<file path="src/rtl/apb_cmd_sequencer.sv">
// Command FIFO feeding a single-outstanding APB master request interface.
// Reads return a response (or a timeout abort); writes complete silently.
module apb_cmd_sequencer #(
  parameter int DATA    = 32,
  parameter int ADDR    = 32,
  parameter int DEPTH   = 4,
  parameter int TIMEOUT = 16
) (
  input  logic                   pclk,
  input  logic                   presetn,
  input  logic                   cmd_valid,
  output logic                   cmd_ready,
  input  logic                   cmd_rw,
  input  logic [ADDR-1:0]        cmd_addr,
  input  logic [DATA-1:0]        cmd_wdata,
  output logic                   rsp_valid,
  input  logic                   rsp_ready,
  output logic [DATA-1:0]        rsp_rdata,
  output logic                   rsp_err,
  output logic                   transfer,
  output logic                   rw,
  output logic [ADDR-1:0]        addr_in,
  output logic [DATA-1:0]        data_in,
  input  logic [DATA-1:0]        prdata,
  input  logic                   xfer_done,
  output logic                   busy,
  output logic [$clog2(DEPTH):0] level
);

  localparam int PW = $clog2(DEPTH);
  localparam int LW = PW + 1;
  localparam int TW = $clog2(TIMEOUT);
  localparam int EW = 1 + ADDR + DATA;

  typedef enum logic [1:0] {IDLE, XFER, RESP} state_t;

  state_t          state_reg, state_next;
  logic [EW-1:0]   fifo_mem [DEPTH];
  logic [EW-1:0]   head;
  logic [PW-1:0]   wr_ptr_reg, rd_ptr_reg;
  logic [LW-1:0]   level_reg;
  logic            ready_reg;
  logic [TW-1:0]   tmo_reg;
  logic            rw_reg;
  logic [ADDR-1:0] addr_reg;
  logic [DATA-1:0] data_reg;
  logic [DATA-1:0] rdata_reg;
  logic            err_reg;
  logic            push, pop, finish;

  // ready_reg keeps cmd_ready low throughout reset and for the reset cycle itself
  assign cmd_ready = ready_reg & (level_reg != LW'(DEPTH));
  assign push      = cmd_valid & cmd_ready;
  assign head      = fifo_mem[rd_ptr_reg];

  always_ff @(posedge pclk) begin
    if (push) begin
      fifo_mem[wr_ptr_reg] <= {cmd_rw, cmd_addr, cmd_wdata};
    end
  end

  always_ff @(posedge pclk) begin
    if (!presetn) begin
      state_reg <= IDLE;
    end else begin
      state_reg <= state_next;
    end
  end

  // Completion wins over timeout when both land in the same cycle.
  always_comb begin
    state_next = state_reg;
    pop        = 1'b0;
    finish     = 1'b0;
    case (state_reg)
      IDLE: begin
        if (level_reg != '0) begin
          pop        = 1'b1;
          state_next = XFER;
        end
      end
      XFER: begin
        if (xfer_done || (tmo_reg == TW'(TIMEOUT - 1))) begin
          finish     = 1'b1;
          state_next = rw_reg ? IDLE : RESP;
        end
      end
      RESP: begin
        if (rsp_ready) begin
          state_next = IDLE;
        end
      end
      default: state_next = IDLE;
    endcase
  end

  always_ff @(posedge pclk) begin
    if (!presetn) begin
      ready_reg  <= 1'b0;
      wr_ptr_reg <= '0;
      rd_ptr_reg <= '0;
      level_reg  <= '0;
      tmo_reg    <= '0;
      rw_reg     <= 1'b0;
      addr_reg   <= '0;
      data_reg   <= '0;
      rdata_reg  <= '0;
      err_reg    <= 1'b0;
    end else begin
      ready_reg <= 1'b1;
      if (push) begin
        wr_ptr_reg <= wr_ptr_reg + PW'(1);
      end
      if (pop) begin
        rd_ptr_reg                   <= rd_ptr_reg + PW'(1);
        {rw_reg, addr_reg, data_reg} <= head;
      end
      case ({push, pop})
        2'b10:   level_reg <= level_reg + LW'(1);
        2'b01:   level_reg <= level_reg - LW'(1);
        default: level_reg <= level_reg;
      endcase
      if (pop) begin
        tmo_reg <= '0;
      end else if (state_reg == XFER) begin
        tmo_reg <= tmo_reg + TW'(1);
      end
      // Aborted reads report zero data with the error flag set.
      if (finish && !rw_reg) begin
        rdata_reg <= xfer_done ? prdata : '0;
        err_reg   <= ~xfer_done;
      end
    end
  end

  assign transfer  = (state_reg == XFER);
  assign rsp_valid = (state_reg == RESP);
  assign busy      = (state_reg != IDLE) || (level_reg != '0);
  assign level     = level_reg;
  assign rw        = rw_reg;
  assign addr_in   = addr_reg;
  assign data_in   = data_reg;
  assign rsp_rdata = rdata_reg;
  assign rsp_err   = err_reg;

endmodule

</file>
<file path="config.mk">
export PLATFORM = sky130hd
export DESIGN_NAME = apb_cmd_sequencer
export DESIGN_NICKNAME = d
export VERILOG_FILES = /design/src/rtl/apb_cmd_sequencer.sv
export SDC_FILE = /design/constraint.sdc
export NUM_CORES = 1
export LEC_CHECK = 0
export CORE_MARGIN = 1.5
export CORE_UTILIZATION = 35
export DETAILED_ROUTE_END_ITERATION = 6
export DONT_BUFFER_PORTS = 1
export HOLD_SLACK_MARGIN = 0.12
export PLACE_DENSITY = 0.61
export SKIP_CTS_REPAIR_TIMING = 1
export SYNTH_ARGS = -nofsm -noshare
export SYNTH_HDL_FRONTEND = slang
export SYNTH_SLANG_ARGS = --single-unit
</file>
<file path="constraint.sdc">
create_clock -name pclk -period 5.3 [get_ports pclk]
set_clock_uncertainty 0.2 [all_clocks]
set_input_delay 1.06 -clock pclk [delete_from_list [all_inputs] [get_ports pclk]]
set_output_delay 1.06 -clock pclk [all_outputs]
set_load 0.01 [all_outputs]
</file>
After elaboration in Yosys (flattened, before gate mapping)
Memories as Yosys holds them, arrays and structs flattened. A register that Yosys moved wholly into a read port is not among the register bits.
Cells that the tools add are included.
{"block": "classes", "n_bitwise": 4, "eq_ne": 9, "reduce_logical": 11, "mux": 14, "addsub": 5}
{"cell": "$mux W32", "n": 1}
{"cell": "$mux W2", "n": 4}
{"cell": "$mux W1", "n": 7}
{"cell": "$pmux W2 S3", "n": 1}
{"cell": "$pmux W3 S2", "n": 1}
{"cell": "$add A2 B1 Y2 const B", "n": 2}
{"cell": "$add A4 B1 Y4 const B", "n": 1}
{"cell": "$eq A2 B1 Y1 const B", "n": 2}
{"cell": "$eq A2 B2 Y1 const B", "n": 2}
{"cell": "$eq A4 B4 Y1 const B", "n": 1}
{"cell": "$ne A2 B1 Y1 const B", "n": 2}
{"cell": "$reduce_bool A2 Y1", "n": 2}
{"cell": "$add A3 B1 Y3 const B", "n": 1}
{"cell": "$ne A3 B3 Y1 const B", "n": 1}
{"cell": "$reduce_and A3 Y1", "n": 1}
{"cell": "$reduce_bool A3 Y1", "n": 1}
{"cell": "$sub A3 B1 Y3 const B", "n": 1}
{"cell": "$and A1 B1 Y1", "n": 2}
{"cell": "$logic_not A1 Y1", "n": 2}
{"cell": "$logic_not A2 Y1", "n": 1}
{"cell": "$logic_or A1 B1 Y1", "n": 2}
{"cell": "$ne A2 B2 Y1 const B", "n": 1}
{"cell": "$not A1 Y1", "n": 2}
{"cell": "$reduce_or A2 Y1", "n": 1}
{"cell": "$logic_and A1 B1 Y1", "n": 1}
{"block": "totals", "ff_bits": 47, "n_memories": 1, "in_bits": 102, "wordCells": 52, "mem_bits_rw": 260, "output_inout_bits": 105}
{"name": "fifo_mem", "words": 4, "width": 65, "rd": 1, "rd_clocked_by_memory_dff": 1, "write_ports": 1, "line": "38", "source": "logic [EW-1:0] fifo_mem [DEPTH];"}

Depth between registers and ports, before layout
Gate-level depths: netlist of the first run.
{"block": "logic_depth", "ltp_word": 5, "depth_mapped": 8, "mapped_depth_nobuf": 8}

Least setup slack after synthesis of the first run
No wires, ideal clock.
{"block": "synth_timing", "kind": "input port to flip-flop", "startpoint": "in cmd_valid", "endpoint": "mem fifo_mem[0][0] (netlist bit), enable pin", "path_slack_ns": 1.630, "stages": 3, "n_path_buf": 0, "setup_ns": 0.430, "arrival_ns": 3.040, "required_ns": 4.670, "path_cell_list": "nand2_1 a21oi_1 and2_1"}
{"block": "synth_via", "elab_chain_cells": 3}
{"element": "start: declaration", "line": "11", "source": "input logic cmd_valid,"}
{"element": "$and A1 B1 Y1", "line": "53", "source": "assign push = cmd_valid & cmd_ready;"}
{"element": "$mux W1", "line": "57", "source": "if (push) begin"}
{"element": "$mux W1 (not written as such)", "line": "58", "source": "fifo_mem[wr_ptr_reg] <= {cmd_rw, cmd_addr, cmd_wdata};"}
{"element": "end: declaration", "line": "38"}
Every way passes these cells.

Final worst setup path of the first run
{"block": "layout_timing", "startpoint": "reg level_reg[0], in the netlist level[0]", "endpoint": "mem fifo_mem[2][26] (netlist bit), enable pin"}
{"block": "layout_via", "elab_chain_cells": 5}
{"element": "start: declaration", "line": "41", "source": "logic [LW-1:0] level_reg;"}
{"element": "start signal: assignment", "line": "119", "source": "2'b10: level_reg <= level_reg + LW'(1);"}
{"element": "start signal: assignment", "line": "120", "source": "2'b01: level_reg <= level_reg - LW'(1);"}
{"element": "start signal: assignment", "line": "121", "source": "default: level_reg <= level_reg;"}
{"element": "$ne A3 B3 Y1", "line": "52", "source": "assign cmd_ready = ready_reg & (level_reg != LW'(DEPTH));"}
{"element": "$and A1 B1 Y1", "line": "52"}
{"element": "$and A1 B1 Y1", "line": "53"}
{"element": "$mux W1", "line": "57"}
{"element": "$mux W1 (not written as such)", "line": "58"}
Every way passes these cells.

==> summary.txt, run 1 <==
Timing
  • Worst slew margin: 0.180
  • Minimum clock period: 2950 ps
  • Max Clk Rate: 339 MHz
  • Final setup TNS: 0 ps
  • Final hold vios: 0
  • Period utilisation layout: 0.557
  • Slew @ Worst Pin: 1230 ps
  • Final Slew Violations: 0
  • Final setup fails: 0
  • PnR worst setup slack: 2350 ps
  • RSZ-0062 raised after global routing: no

Worst setup path
  • WP data arrival: 3000 ps
  • Worst R2R End: fifo_mem[2][26]
  • Crit path required time: 5350 ps
  • Worst path max stage delay: 920 ps
  • Worst R2R Path Depth: 4
  • Worst Setup Start Kind: register
  • Cell family with most CP delay: simple AND/OR/NAND/NOR gates
  • CP Buf/Inv Count: 1
  • R2r startpoint: level[0]
  • R2r setup slk: 2350 ps
  • Cell Chain, Critical Path: nor2_1 -> a21oi_1 -> and2_4 -> buf_4
  • Kind of critical path: register to register
  • Crit path max fanout: 58
  • CP max stage cell: and2_4
  • Crit. End Element: register

Finish
  • Max reg flops: 260
  • Cell Count, Final, Fillers Out: 1264
  • Ant diodes: 0
  • Area Growth Syn to Fin: 14.2%
  • Layout cells sized above 1: 0.198
  • Final Net Count: 830
  • Non-Filler Cell Area, Final: 15100 µm²
  • Filler Cell Count: 3360
  • Biggest register: fifo_mem

Logic synthesis
  • Share of the synthesized area in the top cell type: 0.589
  • Adder-Cell Fraction of Synth Area: 0.00717
  • Most frequent cells after synthesis: edfxtp_1 (260), dfxtp_1 (112), nand2_1 (73), a22o_1 (65), mux4_2 (65)
  • FF+latch count, synth: 372
  • Top-count cell post-synth: edfxtp_1
  • Avg Inst Size Synth: 18.6 µm²
  • Dominant synthesized flop cell: edfxtp_1
  • Yosys warnings: 0
  • Number of synthesized flops with an enable pin: 260
  • Post-Synth Simple-Gate Area: 0.0334
  • Mapped cell area: 13300 µm²
  • Post-synthesis mux area share: 0.113
  • Async S/R FF share, synth: 0
  • Cells after synthesis: 714
  • Compound-gate portion of the synthesized area: 0.0647
  • Total nets after synthesis: 823
  • Synth area leaders: edfxtp_1 (59%), dfxtp_1 (17%), mux4_2 (11%)
  • Main combinational cell family by area after synthesis: multiplexers
  • Count of cell types in the netlist: 34
  • Sequential area share after synthesis: 0.758
  • Synth Area in XOR/XNOR: 0.00264
  • Leading area contributor after synthesis: edfxtp_1

Worst hold path
  • Hold crit path type: register to register
  • Hold path start: tmo_reg[1]
  • Worst Hold Depth: 2
  • Hold endpoint: tmo_reg[1]

Placement
  • Placed insts: 1190
  • Port bufs: 0
  • Placed Area: 13700 µm²
  • Routability cong.: 0.724
  • Hpwl dp: 14700 µm
  • Place WS: 1840 ps

Clock network
  • CTS tree: built
  • Clk buf depth: 3
  • Clk root buf: clkbuf_16
  • Clock slew at reported path FFs: 60 ps
  • Clock Sink Count: 372
  • Worst skew pair latency: 550 ps
  • Num CTS Buffers: 40
  • H-tree depth: 2

Power and ir drop
  • Leakage Power: 4.94 nW
  • VDD IR max: 0.325 mV
  • Power per cell area: 511 nW/µm²
  • Total power: 0.00775 W

GRT
  • Pin count of the biggest net entering global routing: 76
  • GRT Residual Overflow: 0
  • Antenna violations before repair: 0
  • First-pass GRT wire length: 39000 µm
  • Vias in the first global route: 6403
  • Total track usage: 0.133

Detailed routing
  • Vias per std cell: 4.98
  • Routed Antenna Nets: 0
  • Remaining DRCs: 0
  • DRT Pass-1 Iters: 4
  • DR iter-0 viols: 315
  • Wire per inst: 20.6 µm
  • Routed vias: 6294
  • Total wire length: 26100 µm

Run status
  • Status: finished, final reports clean

Die
  • Chip width: 198 µm
  • # rows: 71
  • I/O pins: 207
  • Initial core utilization: 0.354
  • Die H: 198 µm
  • Core Area: 37500 µm²
  • Die area: 39100 µm²

Run
  • Max Cap Violations: 0
## per-stage QoR
| stage | hold slack [ps] | util |
|---|---|---|
| final | 284 | 0.404 |
| after global routing | 294 | 0.404 |
| after CTS | 286 | 0.404 |
| after detailed placement | 277 | 0.367 |
| after global placement | 270 | 0.367 |
| after floorplan | 253 | - |
## area by class of cell
type                    instances  area (µm²)  area share
flip-flops and latches        372       10100       0.664
clock buffers                  63        1300      0.0856
repair buffers                  8        60.1     0.00397
well taps                     511         639      0.0422
inverters                       5        18.8     0.00124
clock inverters                11         106     0.00702
multi-input cells             294        2970       0.196
## cells by family after synthesis
group                    Yosys count
flip-flops                       372
AO/OA/AOI/OAI                    112
AND/OR/NAND/NOR                  102
multiplexers                      69
buffers and inverters             48
adder cells (fa/ha/maj)            7
XOR/XNOR                           4
## how the worst max path moves through the flow
| stage | start | end | slack [ps] | cells past startpoint |
|---|---|---|---|---|
| floorplan | cmd_valid | fifo_mem[0][0] | 1630 | 3 |
| global placement | cmd_valid | fifo_mem[3][42] | 1860 | 4 |
| detailed placement | cmd_valid | fifo_mem[2][25] | 1840 | 4 |
| CTS | level[0] | fifo_mem[3][38] | 2250 | 4 |
| global route | level[0] | fifo_mem[3][38] | 2040 | 4 |
| finish | level[0] | fifo_mem[2][26] | 2350 | 4 |
## power by group
group          total (W)  switching, W  internal [W]
registers        0.00392      0.000434       0.00349
logic           0.000953      0.000480      0.000473
clock network    0.00287       0.00113       0.00175
## per-layer routing
layer | part of all wire | track usage | vias up
li1 | - | - | 2857
met1 | 0.43 | 0.170 | 3180
met2 | 0.46 | 0.210 | 218
met3 | 0.087 | 0.0463 | 39
met4 | 0.021 | 0.0478 | 0
met5 | 0 | 0 | -
## placed cells by master (no fill, tap or decap), drive strengths merged
cell type / instances
a21boi: 1
a21oi: 6
a22o: 65
a31oi: 1
and2: 4
buf: 8
bufinv: 1
clkbuf: 63
clkinv: 5
clkinvlp: 2
dfxtp: 112
edfxtp: 260
fa: 1
ha: 6
inv: 8
mux2i: 4
mux4: 65
nand2: 73
nand2b: 2
nand3: 2
nand3b: 2
nor2: 7
nor2b: 3
nor3: 4
o211a: 1
o21ai: 5
o21ba: 1
o22ai: 32
or2: 1
or3: 4
xnor2: 2
xor2: 2
## tightest hold or removal path: stages (launching register included)
cell and delay (ps):
dfxtp_1 320, nand2_1 60, a21oi_1 50
(Power assumes the default switching activity.)
==> inputs of run 2 (changes only) <==
--- a/config.mk
+++ b/config.mk
@@ -10,7 +10,7 @@
 export DETAILED_ROUTE_END_ITERATION = 6
 export DONT_BUFFER_PORTS = 1
 export HOLD_SLACK_MARGIN = 0.12
-export PLACE_DENSITY = 0.61
+export PLACE_DENSITY = 0.63
 export SKIP_CTS_REPAIR_TIMING = 1
 export SYNTH_ARGS = -nofsm -noshare
 export SYNTH_HDL_FRONTEND = slang
==> constraint.sdc (replaced) <==
create_clock -name pclk -period 2.6 [get_ports pclk]
set_clock_uncertainty 0.2 [all_clocks]
set_input_delay 0.52 -clock pclk [delete_from_list [all_inputs] [get_ports pclk]]
set_output_delay 0.52 -clock pclk [all_outputs]
set_load 0.01 [all_outputs]
==> run 2 against run 1 <==
Wire length rose by 6.4%. Largest power group unchanged. Critical path type is now register to output pin. Non-clock buffer count rose by 113. Utilization rose by 3.1 points. Global-route usage rose by 0.46 points. First-iteration DRC count rose by 3.5%. Cell count rose by 8.9%. Die area did not move. Sequential power rose by 100%. Sequential share of layout area fell by 4.7 points. Highest routed layer unchanged.
==> summary.txt, run 2 (synthesis results as in run 1) <==
Run status
  • Status: finished, final reports clean

Power and ir drop
  • VDD IR max: 0.665 mV
  • Part of the power in registers: 0.510
  • Total power: 0.0157 W
  • Comb pwr share: 0.144
  • Sw power: 0.00427 W
  • Switching share of power: 0.272
  • Leakage Power: 5.41 nW
  • Pint: 0.0114 W
  • Power per cell area: 964 nW/µm²
  • Clock share of power: 0.346

Die
  • Chip width: 198 µm
  • I/O pins: 207
  • Initial core utilization: 0.354
  • Die area: 39100 µm²
  • Die H: 198 µm
  • # rows: 71
  • Core Area: 37500 µm²

Worst setup path
  • Worst Setup Start Kind: register
  • CP Buf/Inv Count: 0
  • R2r startpoint: level[0]
  • WP data arrival: 1690 ps
  • CP max stage cell: a21boi_0
  • Crit path max fanout: 6
  • Worst R2R End: level[2]
  • Cell family with most CP delay: compound AO/OA/AOI/OAI gates
  • R2r setup slk: 220 ps
  • Kind of critical path: register to output pin
  • Worst R2R Path Depth: 8
  • Crit path required time: 1880 ps
  • Cell Chain, Critical Path: nor2_1 -> a21boi_0
  • Worst path max stage delay: 530 ps
  • Crit. End Element: output pin

GRT
  • Pin count of the biggest net entering global routing: 76
  • Vias in the first global route: 6598
  • GRT Residual Overflow: 0
  • Total track usage: 0.138
  • First-pass GRT wire length: 39800 µm
  • Antenna violations before repair: 1

Worst hold path
  • Hold endpoint: wr_ptr_reg[0]
  • Hold crit path type: input port to register
  • Hold path start: cmd_valid
  • Worst Hold Depth: 4

Timing
  • Final setup TNS: 0 ps
  • Max Clk Rate: 414 MHz
  • Final setup fails: 0
  • Period utilisation layout: 0.928
  • Worst slew margin: 0.578
  • RSZ-0062 raised after global routing: no
  • Minimum clock period: 2410 ps
  • Final hold vios: 0
  • Slew @ Worst Pin: 627 ps
  • Final Slew Violations: 0

Placement
  • Routability cong.: 0.660
  • Port bufs: 0
  • Hpwl dp: 15400 µm
  • Placed insts: 1202
  • Placed Area: 14000 µm²

Finish
  • Final Net Count: 943
  • Most common cell after layout, fill and taps aside: edfxtp_1
  • Area Growth Syn to Fin: 22.8%
  • Most frequent cells in the layout: edfxtp_1 (260), dfxtp_1 (110), dlygate4sd3_1 (100)
  • Max reg flops: 260
  • Non-Filler Cell Area, Final: 16300 µm²
  • Cell Count, Final, Fillers Out: 1377
  • Biggest register: fifo_mem
  • Layout cells sized above 1: 0.182

Clock network
  • H-tree depth: 2
  • Worst skew pair latency: 540 ps
  • Num CTS Buffers: 40
  • Clock Sink Count: 372
  • Clk buf depth: 3
  • Clock slew at reported path FFs: 60 ps
  • CTS tree: built
  • Clk root buf: clkbuf_16

Detailed routing
  • Wire per inst: 20.2 µm
  • DRT Pass-1 Iters: 4
  • Routed vias: 6781
  • Remaining DRCs: 0
  • Vias per std cell: 4.92
  • Total wire length: 27800 µm
  • DR iter-0 viols: 326
  • Routed Antenna Nets: 0

Run
  • Max Cap Violations: 0
-- run 2: through the flow --
stage                util  worst slack (ps)  hold slack (ps)
floorplan               -               118              253
global placement    0.373               259              266
detailed placement  0.373               224              277
CTS                 0.407               174             -234
global route        0.435              49.9              206
finish              0.435               186              202
-- run 2: how the worst max path moves through the flow --
stage / startpoint / to / slack [ps] / cells past startpoint
floorplan: level[0] / fifo_mem[0][0] / 120 / 3
global placement: level[0] / level[2] / 260 / 8
detailed placement: level[0] / level[2] / 220 / 8
CTS: level[0] / cmd_ready / 170 / 2
global route: level[0] / level[2] / 50 / 8
finish: level[0] / cmd_ready / 190 / 2
-- run 2: cell type report --
type,count,area [µm²]
Antenna cell,1,2.50
Clock buffer,55,1130
Clock inverter,18,139
Fill cell,3250,21200
Inverter,5,18.8
Multi-Input combinational cell,294,2970
Sequential cell,372,10100
Tap cell,511,639
Timing Repair Buffer,121,1340
-- run 2: worst min-delay path: stages --
cell and delay [ps]:
nand2_1 40, a21oi_1 50, buf_4 170, mux2i_1 110
-- run 2: power groups by stage --
stage | combinational [W] | sequential [W] | clock (W)
floorplan | 0.00174 | 0.00781 | 0
global placement | 0.00208 | 0.00815 | 0
detailed placement | 0.00212 | 0.00816 | 0
CTS | 0.00213 | 0.00805 | 0.00559
global route | 0.00248 | 0.00814 | 0.00585
finish | 0.00227 | 0.00801 | 0.00544
-- run 2: layer usage --
| metal | global-route usage | vias to the layer above | wire length, µm |
|---|---|---|---|
| met1 | 0.155 | 3448 | 11100 |
| met4 | 0.0396 | 0 | 483 |
| met3 | 0.0651 | 37 | 2360 |
| met5 | 0 | - | 0 |
| li1 | - | 3086 | - |
| met2 | 0.233 | 210 | 13800 |
